[src/rtl/omsp_hmac_seq_pkg.sv]
// Shared state encoding and tag geometry for the HMAC initiator sequencer.
package omsp_hmac_seq_pkg;

  localparam int HMAC_RATE     = 8;
  localparam int HMAC_TAG_SIZE = 128;
  localparam int TAG_BYTES     = HMAC_TAG_SIZE / HMAC_RATE;

  typedef enum logic [3:0] {
    IDLE, MSG_RD, MSG_FEED, MSG_WAIT, PAD, PAD_WAIT,
    TAG_CAP, TAG_WR, TAG_CMP, SQUEEZE, SQ_WAIT, DONE
  } state_e;

endpackage

[src/rtl/omsp_hmac_seq.sv]
// HMAC initiator sequencer: absorbs a memory message, pads, squeezes a tag and
// writes or verifies it. Verify mode is built only with OMSP_HMAC_SEQ_VERIFY_EN.
module omsp_hmac_seq
  import omsp_hmac_seq_pkg::*;
#(
  parameter int RATE     = HMAC_RATE,
  parameter int TAG_SIZE = HMAC_TAG_SIZE,
  parameter int LEN_W    = 16
) (
  input  logic             clk,
  input  logic             reset_n,
  input  logic             cmd_start,
  input  logic             cmd_verify,
  input  logic [LEN_W-1:0] msg_addr,
  input  logic [LEN_W-1:0] msg_len,
  input  logic [LEN_W-1:0] tag_addr,
  output logic             busy,
  output logic             done,
  output logic             tag_ok,
  output logic [LEN_W-1:0] mem_addr,
  output logic             mem_rd,
  input  logic [7:0]       mem_rdata,
  output logic             mem_wr,
  output logic [7:0]       mem_wdata,
  output logic             hmac_start_continue,
  output logic             hmac_data_available,
  output logic [RATE-1:0]  hmac_data_in,
  input  logic [RATE-1:0]  hmac_data_out,
  input  logic             hmac_busy
);

  localparam int NB    = TAG_SIZE / RATE;
  localparam int IDX_W = (NB > 1) ? $clog2(NB) : 1;

  state_e             r_state, w_state;
  logic [LEN_W-1:0]   r_ptr, w_ptr, r_rem, w_rem, r_tbase, w_tbase;
  logic [IDX_W-1:0]   r_idx, w_idx;
  logic [RATE-1:0]    r_tbyte, w_tbyte;
  logic [7:0]         r_rbyte, w_rbyte;
  logic               r_rd_q, r_bvld, w_bvld, r_wait1, w_wait1;
  logic               r_busy, w_busy, r_done, w_done;
  logic [LEN_W-1:0]   r_mem_addr, w_mem_addr;
  logic               r_mem_rd, w_mem_rd, r_mem_wr, w_mem_wr;
  logic [7:0]         r_mem_wdata, w_mem_wdata;
  logic               r_start, w_start, r_dav, w_dav;
  logic [RATE-1:0]    r_din, w_din;
  logic               w_last;
`ifdef OMSP_HMAC_SEQ_VERIFY_EN
  logic               r_verify, w_verify, r_match, w_match, r_tag_ok, w_tag_ok;
`else
  logic               w_unused;
  assign w_unused = cmd_verify;
`endif

  assign w_last = (r_idx == IDX_W'(NB - 1));

  always_comb begin
    w_state     = r_state;
    w_ptr       = r_ptr;
    w_rem       = r_rem;
    w_tbase     = r_tbase;
    w_idx       = r_idx;
    w_tbyte     = r_tbyte;
    // A read launched two cycles back lands here; hold it until consumed.
    w_rbyte     = r_rd_q ? mem_rdata : r_rbyte;
    w_bvld      = r_bvld | r_rd_q;
    w_wait1     = 1'b0;
    w_busy      = r_busy;
    w_done      = 1'b0;
    w_mem_addr  = r_mem_addr;
    w_mem_rd    = 1'b0;
    w_mem_wr    = 1'b0;
    w_mem_wdata = r_mem_wdata;
    w_start     = 1'b0;
    w_dav       = r_dav;
    w_din       = r_din;
`ifdef OMSP_HMAC_SEQ_VERIFY_EN
    w_verify    = r_verify;
    w_match     = r_match;
    w_tag_ok    = r_tag_ok;
`endif
    case (r_state)
      IDLE: begin
        // The done cycle already shows IDLE; a start there is dropped.
        if (cmd_start && !r_done) begin
          w_ptr   = msg_addr;
          w_rem   = msg_len;
          w_tbase = tag_addr;
          w_busy  = 1'b1;
`ifdef OMSP_HMAC_SEQ_VERIFY_EN
          w_verify = cmd_verify;
          w_match  = 1'b1;
          w_tag_ok = 1'b0;
`endif
          w_state = (msg_len != '0) ? MSG_RD : PAD;
        end
      end
      MSG_RD: begin
        w_mem_rd   = 1'b1;
        w_mem_addr = r_ptr;
        w_bvld     = 1'b0;
        w_state    = MSG_FEED;
      end
      MSG_FEED: begin
        if (r_bvld && !hmac_busy) begin
          w_start = 1'b1;
          w_dav   = 1'b1;
          w_din   = RATE'(r_rbyte);
          w_bvld  = 1'b0;
          w_wait1 = 1'b1;
          w_ptr   = r_ptr + 1'b1;
          w_rem   = r_rem - 1'b1;
          w_state = MSG_WAIT;
        end
      end
      MSG_WAIT: begin
        if (!r_wait1 && !hmac_busy) w_state = (r_rem != '0) ? MSG_RD : PAD;
      end
      PAD, SQUEEZE: begin
        if (!hmac_busy) begin
          w_start = 1'b1;
          w_dav   = 1'b0;
          w_wait1 = 1'b1;
          w_state = (r_state == PAD) ? PAD_WAIT : SQ_WAIT;
        end
      end
      PAD_WAIT: begin
        if (!r_wait1 && !hmac_busy) begin
          w_idx   = '0;
          w_state = TAG_CAP;
        end
      end
      SQ_WAIT: begin
        if (!r_wait1 && !hmac_busy) w_state = TAG_CAP;
      end
      TAG_CAP: begin
        w_tbyte = hmac_data_out;
        w_state = TAG_WR;
`ifdef OMSP_HMAC_SEQ_VERIFY_EN
        if (r_verify) begin
          w_mem_rd   = 1'b1;
          w_mem_addr = r_tbase + LEN_W'(r_idx);
          w_bvld     = 1'b0;
          w_state    = TAG_CMP;
        end
`endif
      end
      TAG_WR: begin
        w_mem_wr    = 1'b1;
        w_mem_addr  = r_tbase + LEN_W'(r_idx);
        w_mem_wdata = 8'(r_tbyte);
        w_idx       = w_last ? r_idx : r_idx + 1'b1;
        w_state     = w_last ? DONE : SQUEEZE;
      end
`ifdef OMSP_HMAC_SEQ_VERIFY_EN
      TAG_CMP: begin
        // No early exit on mismatch so verify time is data independent.
        if (r_bvld) begin
          w_match = r_match & (r_rbyte == 8'(r_tbyte));
          w_bvld  = 1'b0;
          w_idx   = w_last ? r_idx : r_idx + 1'b1;
          w_state = w_last ? DONE : SQUEEZE;
        end
      end
`endif
      DONE: begin
        w_done  = 1'b1;
        w_busy  = 1'b0;
`ifdef OMSP_HMAC_SEQ_VERIFY_EN
        w_tag_ok = r_verify & r_match;
`endif
        w_state = IDLE;
      end
      default: w_state = IDLE;
    endcase
  end

  always_ff @(posedge clk or negedge reset_n) begin
    if (!reset_n) begin
      r_state     <= IDLE;
      r_ptr       <= '0;
      r_rem       <= '0;
      r_tbase     <= '0;
      r_idx       <= '0;
      r_tbyte     <= '0;
      r_rbyte     <= '0;
      r_rd_q      <= 1'b0;
      r_bvld      <= 1'b0;
      r_wait1     <= 1'b0;
      r_busy      <= 1'b0;
      r_done      <= 1'b0;
      r_mem_addr  <= '0;
      r_mem_rd    <= 1'b0;
      r_mem_wr    <= 1'b0;
      r_mem_wdata <= '0;
      r_start     <= 1'b0;
      r_dav       <= 1'b0;
      r_din       <= '0;
`ifdef OMSP_HMAC_SEQ_VERIFY_EN
      r_verify    <= 1'b0;
      r_match     <= 1'b0;
      r_tag_ok    <= 1'b0;
`endif
    end else begin
      r_state     <= w_state;
      r_ptr       <= w_ptr;
      r_rem       <= w_rem;
      r_tbase     <= w_tbase;
      r_idx       <= w_idx;
      r_tbyte     <= w_tbyte;
      r_rbyte     <= w_rbyte;
      r_rd_q      <= r_mem_rd;
      r_bvld      <= w_bvld;
      r_wait1     <= w_wait1;
      r_busy      <= w_busy;
      r_done      <= w_done;
      r_mem_addr  <= w_mem_addr;
      r_mem_rd    <= w_mem_rd;
      r_mem_wr    <= w_mem_wr;
      r_mem_wdata <= w_mem_wdata;
      r_start     <= w_start;
      r_dav       <= w_dav;
      r_din       <= w_din;
`ifdef OMSP_HMAC_SEQ_VERIFY_EN
      r_verify    <= w_verify;
      r_match     <= w_match;
      r_tag_ok    <= w_tag_ok;
`endif
    end
  end

  assign busy                = r_busy;
  assign done                = r_done;
  assign mem_addr            = r_mem_addr;
  assign mem_rd              = r_mem_rd;
  assign mem_wr              = r_mem_wr;
  assign mem_wdata           = r_mem_wdata;
  assign hmac_start_continue = r_start;
  assign hmac_data_available = r_dav;
  assign hmac_data_in        = r_din;
`ifdef OMSP_HMAC_SEQ_VERIFY_EN
  assign tag_ok = r_tag_ok;
`else
  assign tag_ok = 1'b0;
`endif

endmodule

[config.mk]
export PLATFORM = sky130hd
export DESIGN_NAME = omsp_hmac_seq
export DESIGN_NICKNAME = d
export VERILOG_FILES = /design/src/rtl/omsp_hmac_seq_pkg.sv /design/src/rtl/omsp_hmac_seq.sv
export SDC_FILE = /design/constraint.sdc
export NUM_CORES = 1
export LEC_CHECK = 0
export CAP_MARGIN = 25
export CORE_ASPECT_RATIO = 1.25
export CORE_MARGIN = 2
export CORE_UTILIZATION = 47
export DETAILED_ROUTE_END_ITERATION = 10
export MAX_ROUTING_LAYER = met4
export PLACE_DENSITY = 0.86
export SYNTH_ARGS = -nofsm -noshare
export SYNTH_HDL_FRONTEND = slang
export SYNTH_SLANG_ARGS = --single-unit
[constraint.sdc]
create_clock -name clk -period 1.9 [get_ports clk]
set_input_delay 0.475 -clock clk [delete_from_list [all_inputs] [get_ports clk]]
set_output_delay 0.475 -clock clk [all_outputs]
set_load 0.03 [all_outputs]
== Yosys cells after proc, flatten, opt, wreduce, memory -nomap -nowiden ==
Cells that the tools add are included.
Widths: inputs -> output; s select.

* Input port bits: 69
* Word-level logic and storage cells: 97
* Output and inout bits: 39
* Flip-flop bits (word level): 112

* Eq/ne operators: 18
* Mux-type cells: 33
* Reductions and logical operators: 23
* Bitwise gates (word level): 1
* Add/sub/neg operators: 4

{| class="wikitable"
|+ Operator list
! cell !! number
|-
| $pmux 16 s2 || 3
|-
| $mux 16 || 4
|-
| $mux 4 || 8
|-
| $pmux 4 s8 || 1
|-
| $reduce_bool 16->1 || 2
|-
| $add 16x1->16 const B || 1
|-
| $add 16x4->16 || 1
|-
| $eq 4x3->1 const B || 4
|-
| $eq 4x4->1 const B || 4
|-
| $sub 16x1->16 const B || 1
|-
| $ne 2x2->1 const B || 6
|-
| $reduce_bool 2->1 || 5
|-
| $mux 1 || 9
|-
| $reduce_and 3->1 || 3
|-
| $eq 4x2->1 const B || 2
|-
| $pmux 1 s2 || 4
|-
| $pmux 4 s2 || 1
|-
| $mux 3 || 2
|-
| $reduce_and 2->1 || 3
|-
| $reduce_and 5->1 || 1
|-
| $add 4x1->4 const B || 1
|-
| $eq 4x1->1 const B || 1
|-
| $logic_not 4->1 || 1
|-
| $reduce_or 2->1 || 2
|-
| 5 further kinds || 9
|}

== Longest topological paths before layout ==
Gate-level depths: netlist (run 1).

* Depth after elaboration: 4
* Mapped depth: 7
* Depth with buffers taken out: 7

== Worst setup path after synthesis (run 1) ==
OpenSTA, ideal clock, no wires.

* Path type: reg2reg
* Start: register r_idx[0]
* End: register r_mem_addr[8] (netlist: mem_addr[8])
* Setup slack: -0.169 ns
* Buffers on the path: 0
* Period minus slack after synthesis: 2.069 ns
* Data required time: 1.763 ns
* Library setup time: 0.137 ns
* Cell stages (with the launch flop): 8
* Data arrival time: 1.932 ns
* Path through: dfrtp_1 ha_1 fa_1 a21o_1 a21oi_1 and3b_1 xnor2_1 a21oi_1

* Longest elaborated chain between the ends: 2

{| class="wikitable"
|+ Ends and longest elaborated chain
! item !! RTL line !! text
|-
| start, declared || omsp_hmac_seq.sv:37 || <nowiki>logic [IDX_W-1:0] r_idx, w_idx;</nowiki>
|-
| start signal, assigned || omsp_hmac_seq.sv:209 || <nowiki>r_idx <= w_idx;</nowiki>
|-
| $add 16x4->16 || omsp_hmac_seq.sv:150 || <nowiki>w_mem_addr = r_tbase + LEN_W'(r_idx);</nowiki>
|-
| $pmux 16 s2 || omsp_hmac_seq.sv:82 || <nowiki>case (r_state)</nowiki>
|-
| end signal, assigned || omsp_hmac_seq.sv:217 || <nowiki>r_mem_addr <= w_mem_addr;</nowiki>
|-
| end, declared || omsp_hmac_seq.sv:42 || <nowiki>logic [LEN_W-1:0] r_mem_addr, w_mem_addr;</nowiki>
|}

No other way between the ends.
A chain may end at the register's enable or synchronous reset.

== Final worst setup path (run 1) ==
* Start: register r_mem_addr[7] (netlist: mem_addr[7])
* End: output mem_addr[7]

{| class="wikitable"
|+ RTL lines
! item !! RTL line !! text
|-
| end, declared || omsp_hmac_seq.sv:20 || <nowiki>output logic [LEN_W-1:0] mem_addr,</nowiki>
|}

No word-level cell between the ends.

==> results.ini, run 1 <==
[die]
die_y_um=127
die_w_um=102
rows=44
io_pins=108
dieArea_sq_um=13000
coreArea_sq_um=11700
start_util_pct=48.5

[yosys]
synth_top_family_by_area=simple AND/OR/NAND/NOR gates
ys_async_sr_fraction_pct=100
yosysWarnings=0
synth_fa_ha_area_share_pct=2.11
syn_inst=585
ys_types=60
ys_seq_area_share_pct=49.3
synth_edf_count=0
synth-simple-area-share_pct=18.1
synth_area_sq_um=5690
synthMuxAreaShare_pct=8.82
synth-xor-area-share_pct=2.16
ys_ff_latch=112
syn_nets=663
syn_area_per_cell_sq_um=9.72
synth_top_flop_cell=dfrtp_1
synth-compound-area-share_pct=16.5

[place]
numPortBuffers=105
place_area_sq_um=7430
gp_congestion=0.876
place_ws_ns=-0.211
post-dp-hpwl_um=11000

[detailed_routing]
via_per_inst=5.63
num_vias=5091
wl_met3_um=678
met2WireLength_um=7890
dr.pass1.iters=5
drc_errors=0
met1_length_um=6120
top_layer_used=met4
wire_per_inst_um=16.4
totalWireLength_um=14900
postRouteAntennaNets=0
drt_iter0_drc=358

[finish]
utilization_pct=66.8
final_common_cell=dfrtp_1
final_cell_area_sq_um=7830
area_delta_synth_final_pct=37.7
antennaDiodeCount=0
final_layout_size_suffix_gt1_share_pct=17.5
finalNetCount=817
final_cell_mix=dfrtp_1 (110), clkdlybuf4s50_1 (89), nand2_1 (80)

[worst_setup_path]
rrSetupSlack_ns=0.06
cp.depth=1
critPathCaptureType=output pin
cp_num_buf_inv=1
r2r-start=r_tbase[0]
required_ns=1.42
worstSetupPathType=flip-flop to output pin
crit_path_max_incr_delay_ns=0.69
critPathMaxFanout=2
arrival_ns=1.41
r2r_end=mem_addr[14]
startpoint=mem_addr[7]
reg2reg_depth=8
worstSetupStartpointType=flip-flop
path_cells=clkdlybuf4s50_1
crit_slowest_cell=clkdlybuf4s50_1
crit_end=mem_addr[7]
crit_family=buffers and inverters

[flow_run]
maxCapViolations=0

[cts]
tritoncts=built
numCtsBuffers=9
clk_pin_slew_ns=0.07
cts_max_path_buffers=2
insertion_delay_ns=0.35
clock-root-buffer=clkbuf_16
clock-sinks=112
cts_max_level=3

[power]
p_leak_nw=3.46
p_per_area_nw_per_um2=1440
vdd_ir_drop_max_mv=0.791

[global_route]
groute.usage.overall_pct=24.1
grt_pass1_wl_um=24300
grt_max_degree=37
overflow=0
first_global_vias=5203
grt_antenna_before_repair=0

[timing]
rsz0062_at_grt=yes
tns_ns=0
fin_crit_sh_pct=99.2
fin_ws_ns=0.0157
whs_ns=0.0833
setup_viol=0
layout_min_cycle_time_ns=1.88
relSlewSlack_pct=65.1
hold_viol_final=0
max_freq_mhz=531
clock_skew_ns=0.00983
slew_violations=0
tightest_slew_ns=0.516

[worst_hold_path]
hp-class=input port to asynchronous set/reset pin

[status]
status=finished, final reports clean

==> flip-flops by register name, indices dropped and copies added, names as in the netlist <==
register / flops
hmac_data_available: 1
r_rem: 16
mem_addr: 16
r_tbyte: 8
done: 1
busy: 1
r_tbase: 16
mem_wr: 1
hmac_start_continue: 1
r_bvld: 1
hmac_data_in: 8
r_idx: 4
r_ptr: 16
r_state: 4
r_rd_q: 1
mem_rd: 1
r_rbyte: 8
mem_wdata: 8
==> how the worst min path moves through the flow <==
stage                     to    start  slack (ns)  cells after the start
CTS                 r_rem[8]  reset_n        0.09                      1
detailed placement    r_rd_q   mem_rd        0.42                      0
finish              r_rem[8]  reset_n        0.08                      1
global route        r_rem[8]  reset_n        0.12                      1
floorplan               busy  reset_n        0.18                      0
global placement      r_rd_q   mem_rd        0.42                      0
==> what timing repair did <==
action / 4_1_cts / 5_1_grt
hold buffers: 0 / 0
setup buffers: 0 / 2
endpoints found under the hold margin: 0 / 0
gates cloned: 0 / 0
resized for setup: 6 / 27
setup endpoints to repair: 6 / 30
pin swaps: 1 / 7
==> cell type report <==
| type | count | area [sq um] |
|---|---|---|
| Fill cell | 918 | 3890 |
| Sequential cell | 112 | 2810 |
| Multi-Input combinational cell | 430 | 2810 |
| Timing Repair Buffer | 174 | 1700 |
| Clock buffer | 11 | 243 |
| Tap cell | 161 | 201 |
| Inverter | 12 | 45.0 |
| Clock inverter | 5 | 37.5 |
==> stage by stage <==
step	instances	power, mW
floorplan	585	7.23
global placement	887	9.09
detailed placement	887	9.33
CTS	903	11.2
global route	905	12.0
finish	905	11.3
==> per-layer routing <==
layer / track usage, % / vias up
met1: 29.5 / 2507
met3: 3.50 / 18
li1: - / 2413
met4: 7.22 / 0
met5: - / -
met2: 41.1 / 153
==> synthesized netlist by cell type, drive strengths merged, types with 13 or more instances <==
| library cell | count | share of area (%) |
|---|---|---|
| nor3 | 14 | 1.3 |
| dfrtp | 112 | 49 |
| and3 | 14 | 1.5 |
| clkbuf | 19 | 1.3 |
| nand2 | 81 | 5.3 |
| o21ai | 39 | 3.4 |
| nor2 | 32 | 2.2 |
| a21oi | 58 | 5.1 |
| mux2 | 41 | 8.1 |
| xnor2 | 13 | 2.0 |
| nand3 | 20 | 2.0 |
==> power by group <==
part	internal, mW	switching [mW]
logic	2.58	2.67
clock network	0.934	0.864
registers	3.32	0.903
total	6.83	4.44
==> logic make-up after synthesis <==
logic type               count (synthesis)
AND/OR/NAND/NOR                        206
AO/OA/AOI/OAI                          155
flip-flops                             112
multiplexers                            45
buffers and inverters                   43
XOR/XNOR                                14
adder cells (fa/ha/maj)                  9
other                                    1
Power figures use the tool's default switching activity.
==> run 2, diff against run 1 <==
--- a/config.mk
+++ b/config.mk
@@ -10,7 +10,6 @@
 export CORE_MARGIN = 2
 export CORE_UTILIZATION = 47
 export DETAILED_ROUTE_END_ITERATION = 10
-export MAX_ROUTING_LAYER = met4
 export PLACE_DENSITY = 0.86
 export SYNTH_ARGS = -nofsm -noshare
 export SYNTH_HDL_FRONTEND = slang
==> run 2 against run 1 <==
The run now ends with setup timing left. First-iteration DRC count is 6.7% lower. Cell area hardly changed. Hold slack worse by 0.028 ns. Maximum frequency is 0.98% lower. Final cell count is 0.11% lower. Via count stayed put. Register-to-register slack worse by 0.06 ns. Largest power group unchanged. Non-clock buffer count is 1 lower. Combinational power is 2% lower. Sequential power hardly changed.
==> results.ini, run 2 (synthesis gave the netlist of run 1 again) <==
[worst_setup_path]
startpoint=r_tbase[0]
crit_path_max_incr_delay_ns=0.39  ; -0.30 ns
path_cells=ha_2 > fa_2 > a21o_1 > a21oi_4 > buf_4 > xnor2_1 > nor2_1 > a31oi_1
required_ns=2.17  ; +0.75 ns
worstSetupPathType=flip-flop to flip-flop
crit_slowest_cell=dfrtp_1
critPathMaxFanout=3  ; +1
r2r-start=r_tbase[0]
r2r_end=mem_addr[4]
arrival_ns=2.17  ; +0.76 ns
cp_num_buf_inv=1  ; unchanged
reg2reg_depth=8  ; unchanged
worstSetupStartpointType=flip-flop
rrSetupSlack_ns=-0.003  ; -0.06 ns
critPathCaptureType=flip-flop
crit_family=adder cells

[place]
place_area_sq_um=7400  ; -0.40%
gp_congestion=0.860  ; -1.9%
post-dp-hpwl_um=10700  ; -2.7%
numPortBuffers=105  ; unchanged
dp.cells=883  ; -0.45%
place_ws_ns=-0.193  ; +0.0176 ns

[cts]
clk_pin_slew_ns=0.07  ; about the same
hold_buffers=0  ; unchanged
tritoncts=built
clock-sinks=112  ; unchanged
cts_max_level=3  ; unchanged
insertion_delay_ns=0.35  ; about the same
clock-root-buffer=clkbuf_16
numCtsBuffers=9  ; unchanged
cts_max_path_buffers=2  ; unchanged

[detailed_routing]
via_per_inst=5.63  ; +0.11%
drt_iter0_drc=334  ; -6.7%
drc_errors=0  ; unchanged
wire_per_inst_um=16.3  ; -0.71%
totalWireLength_um=14800  ; -0.82%
dr.pass1.iters=5  ; unchanged
postRouteAntennaNets=0  ; unchanged
num_vias=5091  ; unchanged

[die]
die_y_um=127  ; unchanged
io_pins=108  ; unchanged
start_util_pct=48.5  ; unchanged
die_w_um=102  ; unchanged
dieArea_sq_um=13000  ; unchanged
coreArea_sq_um=11700  ; unchanged
rows=44  ; unchanged

[timing]
rsz0062_at_grt=yes
fin_ws_ns=-0.00289  ; -0.0186 ns
fin_crit_sh_pct=100  ; +0.98 points
setup_viol=1  ; +1
hold_viol_final=0  ; unchanged
max_freq_mhz=526  ; -0.98%
clock_skew_ns=0.00923  ; -0.000605 ns
layout_min_cycle_time_ns=1.90  ; +0.0186 ns
slew_violations=0  ; unchanged
tns_ns=-0.00289  ; -0.00289 ns

[flow_run]
maxCapViolations=0  ; unchanged

[global_route]
first_global_vias=5104  ; -1.9%
grt_max_degree=39  ; +5.4%
grt_pass1_wl_um=23800  ; -2.0%
grt_antenna_before_repair=0  ; unchanged
groute.usage.overall_pct=23.0  ; -1.0 points
overflow=0  ; unchanged

[worst_hold_path]
hp-class=input port to asynchronous set/reset pin

[finish]
area_delta_synth_final_pct=37.6  ; about the same
final_cell_mix=dfrtp_1 (109), clkdlybuf4s50_1 (84), nand2_1 (80)
final_layout_size_suffix_gt1_share_pct=17.8  ; +0.29 points
antennaDiodeCount=0  ; unchanged
final_common_cell=dfrtp_1
fin_cells=904  ; -0.11%
final_cell_area_sq_um=7830  ; about the same
finalNetCount=816  ; -0.12%

[power]
vdd_ir_drop_max_mv=0.791  ; about the same
total_power_mw=11.3  ; +0.25%
p_leak_nw=3.50  ; +0.96%
p_per_area_nw_per_um2=1440  ; +0.31%

[status]
violations=setup timing
status=finished with violations

==> run 2: changes by cell type in the layout (fill, tap and decap cells not counted), sizes merged <==
| cell | before | now |
|---|---|---|
| bufinv | 0 | 1 |
| clkinvlp | 2 | 1 |
| inv | 14 | 13 |
| dlymetal6s2s | 10 | 12 |
| clkdlybuf4s50 | 89 | 84 |
| buf | 70 | 69 |
| clkinv | 1 | 4 |
| clkbuf | 11 | 9 |
| dlygate4sd2 | 5 | 8 |
==> run 2: final cells by class <==
class                   instances  area, sq um
inverters                      12         45.0
multi-input cells             430         2790
repair buffers                173         1690
clock inverters                 7         70.1
clock buffers                   9          225
flip-flops and latches        112         2810
fillers                       936         3900
well taps                     161          201
==> run 2: worst max path at each step <==
stage / to / slack (ns) / depth (start not counted)
3_5_place_dp: r_state[0] / -0.19 / 6
5_1_grt: mem_addr[10] / -0.07 / 8
4_1_cts: mem_addr[0] / 0.003 / 1
2_1_floorplan: mem_addr[8] / 0.008 / 7
6_report: mem_addr[4] / -0.003 / 8
3_3_place_gp: r_state[0] / -0.15 / 6
==> run 2: repair_timing <==
| item | in CTS | in global routing |
|---|---|---|
| resized for setup | 10 | 26 |
| setup endpoints to repair | 10 | 28 |
| pin swaps | 3 | 13 |
| buffers inserted | 0 | 5 |
==> run 2: per-layer routing <==
layer  wire length, um  global-route usage (%)
met1              6080                    29.3
met2              7540                    39.7
met3               677                    3.39
met4               461                    8.47
met5                 0                       0
==> run 2: metrics by stage <==
step | hold slack [ns] | utilization [%]
after floorplan | 0.179 | -
after global routing | 0.0784 | 66.8
after global placement | 0.424 | 63.1
after CTS | 0.0647 | 65.7
final | 0.0554 | 66.8
after detailed placement | 0.422 | 63.1
==> run 2: power by group <==
| part | total [mW] | internal [mW] | switching, mW | leakage [nW] |
|---|---|---|---|---|
| Clock | 1.89 | 1.02 | 0.870 | 0.146 |
| Combinational | 5.17 | 2.51 | 2.66 | 1.99 |
| Sequential | 4.23 | 3.32 | 0.915 | 1.36 |
| Total | 11.3 | 6.85 | 4.44 | 3.50 |
==> run 3, diff against run 2 <==
==> constraint.sdc (replaced) <==
create_clock -name clk -period 1.9 [get_ports clk]
set_input_delay 0.19 -clock clk [delete_from_list [all_inputs] [get_ports clk]]
set_output_delay 0.19 -clock clk [all_outputs]
set_load 0.03 [all_outputs]
==> run 3 against run 2 <==
Count of clock-buffer cells in the layout did not move. Power increased by 0.51%. Largest cell class is now multi-input combinational cells. Wire length grew 0.92%. Clock skew hardly changed. Sequential share of layout area increased by 0.67 points. The run still ends with setup timing left. Non-clock buffer count fell by 18. Hold slack improved by 0.25 ns.
==> results.ini, run 3 (synthesis gave the netlist of run 1 again) <==
[detailed_routing]
wire_per_inst_um=16.8  ; +3.0%
drc_errors=0  ; unchanged
via_per_inst=5.67  ; +0.67%
drt_iter0_drc=375  ; +12%
num_vias=5023  ; -1.3%
dr.pass1.iters=5  ; unchanged
totalWireLength_um=14900  ; +0.92%
postRouteAntennaNets=0  ; unchanged

[worst_setup_path]
critPathCaptureType=flip-flop
reg2reg_depth=7  ; -1
crit_path_max_incr_delay_ns=0.40  ; about the same
arrival_ns=2.14  ; -0.03 ns
crit_family=adder cells
worstSetupStartpointType=flip-flop
cp_num_buf_inv=0  ; -1
worstSetupPathType=flip-flop to flip-flop
required_ns=2.13  ; -0.04 ns
critPathMaxFanout=3  ; unchanged
path_cells=ha_2 > fa_2 > a21o_1 > a21oi_4 > and3b_1 > xnor2_1 > a21oi_1
crit_slowest_cell=dfrtp_1
cp.depth=7  ; -1

[timing]
max_freq_mhz=525  ; about the same
fin_crit_sh_pct=100  ; about the same
slew_violations=0  ; unchanged
tns_ns=-0.00335  ; -0.000455 ns
clock_skew_ns=0.00968  ; +0.000454 ns
layout_min_cycle_time_ns=1.90  ; +0.000455 ns
rsz0062_at_grt=yes
whs_ns=0.302  ; +0.246 ns
setup_viol=1  ; unchanged
hold_viol_final=0  ; unchanged
fin_ws_ns=-0.00335  ; -0.000455 ns

[cts]
clock-root-buffer=clkbuf_16
numCtsBuffers=9  ; unchanged
clock-sinks=112  ; unchanged
cts_max_path_buffers=2  ; unchanged
clk_pin_slew_ns=0.08  ; about the same
insertion_delay_ns=0.35  ; about the same
cts_max_level=3  ; unchanged
tritoncts=built

[die]
die_y_um=127  ; unchanged
coreArea_sq_um=11700  ; unchanged
rows=44  ; unchanged
io_pins=108  ; unchanged
die_w_um=102  ; unchanged
start_util_pct=48.5  ; unchanged
dieArea_sq_um=13000  ; unchanged

[status]
violations=setup timing
status=finished with violations

[finish]
fin_cells=886  ; -2.0%
finalNetCount=798  ; -2.2%
fill_cells=915  ; -2.2%
area_delta_synth_final_pct=35.0
final_cell_mix=dfrtp_1 (111), clkdlybuf4s50_1 (104), nand2_1 (80)
final_common_cell=dfrtp_1
utilization_pct=65.5  ; -1.3 points
antennaDiodeCount=0  ; unchanged
final_layout_size_suffix_gt1_share_pct=15.6  ; -2.2 points

[global_route]
groute.usage.overall_pct=23.2  ; +0.13 points
grt_pass1_wl_um=23900  ; +0.61%
grt_antenna_before_repair=0  ; unchanged
grt_max_degree=44  ; +13%
first_global_vias=5006  ; -1.9%
overflow=0  ; unchanged

[power]
pwr-share-clk_pct=17.0  ; +0.2 points
p_switching_mw=4.51  ; +1.5%
sw_frac_of_total_pct=39.7  ; +0.41 points
p_per_area_nw_per_um2=1480  ; +2.5%
vdd_ir_drop_max_mv=1.03  ; +30%
p_leak_nw=3.25  ; -7.1%
p_int_mw=6.84  ; -0.16%
power_frac_comb_pct=45.5  ; -0.3 points
pwr-share-seq_pct=37.4  ; about the same

[place]
gp_congestion=0.911  ; +6.0%
numPortBuffers=105  ; unchanged
dp.cells=867  ; -1.8%
post-dp-hpwl_um=10600  ; -0.42%

[flow_run]
maxCapViolations=0  ; unchanged

[worst_hold_path]
hp-class=input port to asynchronous set/reset pin

## run 3: what timing repair did
item,4_1_cts,5_1_grt
hold buffers,1,0
endpoints found under the setup margin,6,47
pin swaps,3,9
gates resized for setup,2,16
hold endpoints to repair,23,0
buffers inserted,0,2
## run 3: area by class of cell
| class | count | area (sq um) | share of cell area, % |
|---|---|---|---|
| Inverter | 12 | 45.0 | 0.587 |
| Multi-Input combinational cell | 430 | 2810 | 36.6 |
| Timing Repair Buffer | 155 | 1510 | 19.7 |
| Tap cell | 161 | 201 | 2.62 |
| Clock inverter | 7 | 81.3 | 1.06 |
| Clock buffer | 9 | 225 | 2.93 |
| Sequential cell | 112 | 2800 | 36.5 |
## run 3: through the flow
| stage | power (mW) | setup WS, ns | cell area, sq um |
|---|---|---|---|
| 3_3_place_gp | 8.95 | 0.0613 | 7260 |
| 2_1_floorplan | 7.23 | 0.00800 | 5700 |
| 6_report | 11.4 | -0.00335 | 7680 |
| 5_1_grt | 12.1 | -0.0975 | 7680 |
| 3_5_place_dp | 9.22 | -0.0294 | 7260 |
| 4_1_cts | 11.2 | -0.0191 | 7580 |
## run 3: path summary, 6_finish.rpt
path                                   end  slack, ns  startpoint
setup / recovery               mem_addr[8]     -0.003  r_tbase[0]
hold / removal                   r_ptr[12]       0.30     reset_n
setup reg to reg               mem_addr[8]     -0.003  r_tbase[0]
hold reg to reg                     r_rd_q       0.43      mem_rd
max in group asynchronous  hmac_data_in[2]       1.05     reset_n
min in group clk                    r_rd_q       0.43      mem_rd
## run 3: layer usage
metal / wire, um / vias up / global-route usage, %
li1: - / 2378 / -
met5: 0 / - / 0
met1: 6250 / 2439 / 30.4
met3: 768 / 19 / 3.23
met2: 7670 / 187 / 39.6
met4: 215 / 0 / 7.22
## run 3: power by group through the flow
stage / registers, mW / clock network, mW / logic, mW
floorplan: 4.48 / 0 / 2.75
global placement: 4.15 / 0 / 4.81
detailed placement: 4.22 / 0 / 5.00
CTS: 4.20 / 1.97 / 5.03
global route: 4.37 / 2.07 / 5.65
finish: 4.25 / 1.94 / 5.17
